===== config.mk =====
export PLATFORM = sky130hd
export DESIGN_NAME = cam_core
export DESIGN_NICKNAME = d
export VERILOG_FILES = /design/src/rtl/cam_core.sv
export SDC_FILE = /design/constraint.sdc
export NUM_CORES = 1
export LEC_CHECK = 0
export ABC_CLOCK_PERIOD_IN_PS = 3000
export BUFFER_PORTS_ARGS = -buffer_cell sky130_fd_sc_hd__buf_2
export CAP_MARGIN = 20
export CORE_MARGIN = 2
export CORE_UTILIZATION = 45
export DETAILED_ROUTE_END_ITERATION = 8
export GPL_TIMING_DRIVEN = 0
export SYNTH_ARGS = -nofsm -noshare
export SYNTH_HDL_FRONTEND = slang
export SYNTH_HIERARCHICAL = 1
export SYNTH_SLANG_ARGS = --single-unit

===== constraint.sdc =====
create_clock -name clk -period 3 [get_ports clk]
set_clock_uncertainty 0.2 [all_clocks]
set_input_delay 0.45 -clock clk [delete_from_list [all_inputs] [get_ports clk]]
set_output_delay 0.45 -clock clk [all_outputs]
set_load 0.005 [all_outputs]

===== src/rtl/cam_core.sv =====
// Small FIFO-replacement CAM: DEPTH entries of WIDTH bits, parallel search on data_in.
// Each entry is its own instance holding data, valid bit and comparator.

module cam_entry #(
    parameter int WIDTH = 8
) (
    input  logic             clk,
    input  logic             rst,
    input  logic             wr,
    input  logic [WIDTH-1:0] wdata,
    input  logic [WIDTH-1:0] key,
    output logic             hit
);
    logic [WIDTH-1:0] mem;
    logic             valid;

    always_ff @(posedge clk or posedge rst) begin
        if (rst) begin
            mem   <= '0;
            valid <= 1'b0;
        end else if (wr) begin
            mem   <= wdata;
            valid <= 1'b1;
        end
    end

    assign hit = valid & (mem == key);
endmodule

module cam_core #(
    parameter int WIDTH = 8,
    parameter int DEPTH = 16
) (
    input  logic             clk,
    input  logic             rst,
    input  logic [WIDTH-1:0] data_in,
    input  logic             wr_en,
    output logic [DEPTH-1:0] match
);
    localparam int PTR_W = $clog2(DEPTH);

    typedef struct packed {
        logic             en;
        logic [WIDTH-1:0] data;
    } wr_req_t;

    wr_req_t            req;
    logic [PTR_W-1:0]   wr_ptr;
    logic               wr_fire;
    logic [DEPTH-1:0]   slot_wr;

    assign req.en   = wr_en;
    assign req.data = data_in;

    // A key already present suppresses the write, so held wr_en stores once.
    assign wr_fire = req.en & ~(|match);

    always_ff @(posedge clk or posedge rst) begin
        if (rst)
            wr_ptr <= '0;
        else if (wr_fire)
            wr_ptr <= wr_ptr + 1'b1;
    end

    for (genvar i = 0; i < DEPTH; i++) begin : g_entry
        assign slot_wr[i] = wr_fire & (wr_ptr == PTR_W'(i));

        cam_entry #(.WIDTH(WIDTH)) u_entry (
            .clk   (clk),
            .rst   (rst),
            .wr    (slot_wr[i]),
            .wdata (req.data),
            .key   (data_in),
            .hit   (match[i])
        );
    end
endmodule


==> flow_summary_export.csv <==
group,metric,value,unit
layout,diodes,0,
setup_path,required,3.10,ns
clock_tree,cts_setup_buffers,0,
floorplanning,core_area,0.0172,mm^2
synthesis,ys_seq_area_share,47.2,%
floorplanning,ioPinCount,27,
synthesis,postSynthCellCount,560,
placement,dp_hpwl,9.15,mm
synthesis,synth.cell_area,0.00785,mm^2
timing,worst_pin_slew,0.524,ns
setup_path,cpLargestDelayFamily,"simple AND/OR/NAND/NOR gates",
pwr,power.density,1030,mW/mm^2
timing,maxSlewViolCount,0,
setup_path,critPathMostFrequentCell,"buf_6",
timing,worst_slack,0.179,ns
placement,place.gp.congestion,0.763,
layout,layout_common_cells,"dfrtp_1, xnor2_1, mux2_4",
floorplanning,placementRows,48,
clock_tree,cts_tree,"yes",
clock_tree,cts-buffers-inserted,17,
global_route,grt_busiest_layer,"met2",
setup_path,slowest_stage,"buf_4",
min_path,hold_class,"flop to flop",
synthesis,synthDistinctLibCells,25,
timing,whs,0.264,ns
placement,portBuffers,26,
setup_path,crit_path_max_fanout,32,
layout,final_common_cell,"dfrtp_1",
clock_tree,clock_tree.root_cell,"clkbuf_16",
synthesis,synth_top_flop_cell,"dfrtp_1",
synthesis,mappedNetlistNets,575,
routing,first_iter_violations,179,
routing,dr.pass1.iters,4,
setup_path,cp-start-kind,"input pin",
clock_tree,cts_buffer_depth,2,
routing,ant_nets,0,
timing,relSlewSlack,65.1,%
timing,finalCriticalPeriod,2.82,ns
synthesis,async_flop_share,100,%
layout,nNetsFinal,621,
floorplanning,dieArea,0.0185,mm^2
synthesis,yosysTopAreaCell,"dfrtp_1",
routing,vias,4206,
routing,wire_per_inst,17.4,um
floorplanning,initial_core_util,45.7,%
routing,wirelength,14.7,mm
clock_tree,h-tree-depth,4,
setup_path,crit_chain,"buf_4, xnor2_1, nand4_1, nor3_2, nor4_2, nand2_2, nor3_4, buf_6, and3_1, buf_6, mux2_4",
job,drv_cap,0,
timing,final-hold-violation-count,0,
global_route,antenna_found_initial,0,
setup_path,end_kind,"flop",
pwr,p_leak,3.89,nW
setup_path,arrival,2.92,ns
routing,drc,0,
synthesis,avgSynthCellArea,14.0,um^2
setup_path,crit_buf_inv,3,
routing,vias_per_cell,4.98,
synthesis,synth_top_area_share,47.2,%
synthesis,ys_ff_latch,148,
synthesis,yosysWarnings,6,
clock_tree,insertion_delay,0.42,ns
floorplanning,die-width,136,um
global_route,grt_pass1_wl,24.9,mm
global_route,met2_usage,27.2,%
global_route,grt_pass1_vias,4605,
global_route,grt_util_all_layers,17.6,%
timing,setup_viol,0,
synthesis,synth_area_leaders,"dfrtp_1, mux2_4, xnor2_1, buf_6, nor3_2",
timing,rsz0062_at_grt,"no",
clock_tree,cts_sinks,148,
layout,drive_gt1_share,39.6,%
floorplanning,die_h,136,um
setup_path,slowest_delay,0.42,ns
global_route,grt_max_degree,33,
pwr,vdd_drop_max,0.000496,V
run_status,outcome,"complete, no violations",
timing,finalCritPeriodShare,94.0,%
global_route,grt.met3_usage,3.28,%
layout,fillers,1472,
setup_path,criticalPathCategory,"input pin to flop",
global_route,use_met1,25.0,%
synthesis,synth-edff-count,0,
clock_tree,path_clk_slew,0.06,ns
layout,area_growth,14.6,%
timing,fmax,0.354,GHz
global_route,grt_overflow,0,
placement,pre_cts_ws,-0.635,ns
## report_power, final
part	switching [W]	internal, W	leakage [nW]	total (W)
Combinational	0.00102	0.00210	1.77	0.00312
Sequential	0.000705	0.00298	1.78	0.00368
Clock	0.000788	0.00167	0.343	0.00246
Total	0.00251	0.00674	3.89	0.00925
## worst paths after layout
check,startpoint,depth (start not counted),end,slack (ns)
worst max-delay path,data_in[2],11,g_entry[6].u_entry/mem[1],0.18
worst min-delay path,g_entry[14].u_entry/valid,1,g_entry[14].u_entry/valid,0.26
worst max register to register,g_entry[4].u_entry/mem[0],10,g_entry[6].u_entry/mem[1],0.24
worst min register to register,g_entry[14].u_entry/valid,1,g_entry[14].u_entry/valid,0.26
max in group asynchronous,rst,3,g_entry[6].u_entry/mem[1],1.73
min in group asynchronous,rst,3,wr_ptr[2],0.51
## metal layers
metal	routed length, um	share of wire (%)	vias to the layer above
met5	0	0	-
met3	290	2.0	17
li1	-	-	1981
met1	7280	49	2174
met2	6950	47	34
met4	206	1.4	0
## sequential cells by signal, summed over array words and instances (netlist names)
| register | cells |
|---|---|
| g_entry.u_entry/mem | 128 |
| g_entry.u_entry/valid | 16 |
| wr_ptr | 4 |
## synthesized netlist by cell type (3+ instances only)
master	instances
ha_1	4
dfrtp_1	148
mux2_4	128
and3_2	3
nand4_1	16
xnor2_1	129
inv_1	20
or2_2	16
buf_6	17
nand2_1	17
and3_1	9
nand3_1	17
and2_1	5
nor3_2	16
## repair_timing
| item | 4_1_cts | 5_1_grt |
|---|---|---|
| setup endpoints to repair | 128 | 1 |
| pin swaps | 0 | 0 |
| gates resized for setup | 8 | 4 |
| hold buffers | 1 | 0 |
| hold endpoints to repair | 4 | 0 |
## area by class of cell
class	instances	area [um^2]	share of cell area, %
plain buffers	17	191	2.13
clock buffers	23	498	5.53
clock inverters	9	195	2.17
inverters	20	75.1	0.834
multi-input cells	375	3880	43.1
flip-flops and latches	148	3700	41.2
well taps	225	282	3.13
repair buffers	27	175	1.95
## metrics by stage
stage	total power [W]	utilization [%]	setup TNS (ns)	instance area, um^2	instances
2_1_floorplan	0.00626	-	0	7850	560
3_3_place_gp	0.00668	48.1	-71.50	8260	811
3_5_place_dp	0.00682	48.1	-73.80	8260	811
4_1_cts	0.00935	52.3	0	8980	844
5_1_grt	0.00982	52.4	0	9000	844
6_report	0.00925	52.4	0	9000	844
## worst reg2reg max path: cells and delay by family, from the launching register on
family / cells / cell delay [ns]
mux: 1 / 0.32
flops: 1 / 0.39
xor+xnor: 1 / 0.14
simple gates: 6 / 1.23
buf+inv: 2 / 0.36
## cell families (layout without fill, tap and decap cells)
group	after synthesis	count (layout)	share of synthesized area [%]
DFF	148	148	47.2
buffers and inverters	37	96	3.39
muxes	129	129	24.6
adders and majority gates	4	4	0.638
xor gates and xnor gates	131	131	14.6
and+or+nand+nor	111	111	9.55
Power figures use the tool's default switching activity.
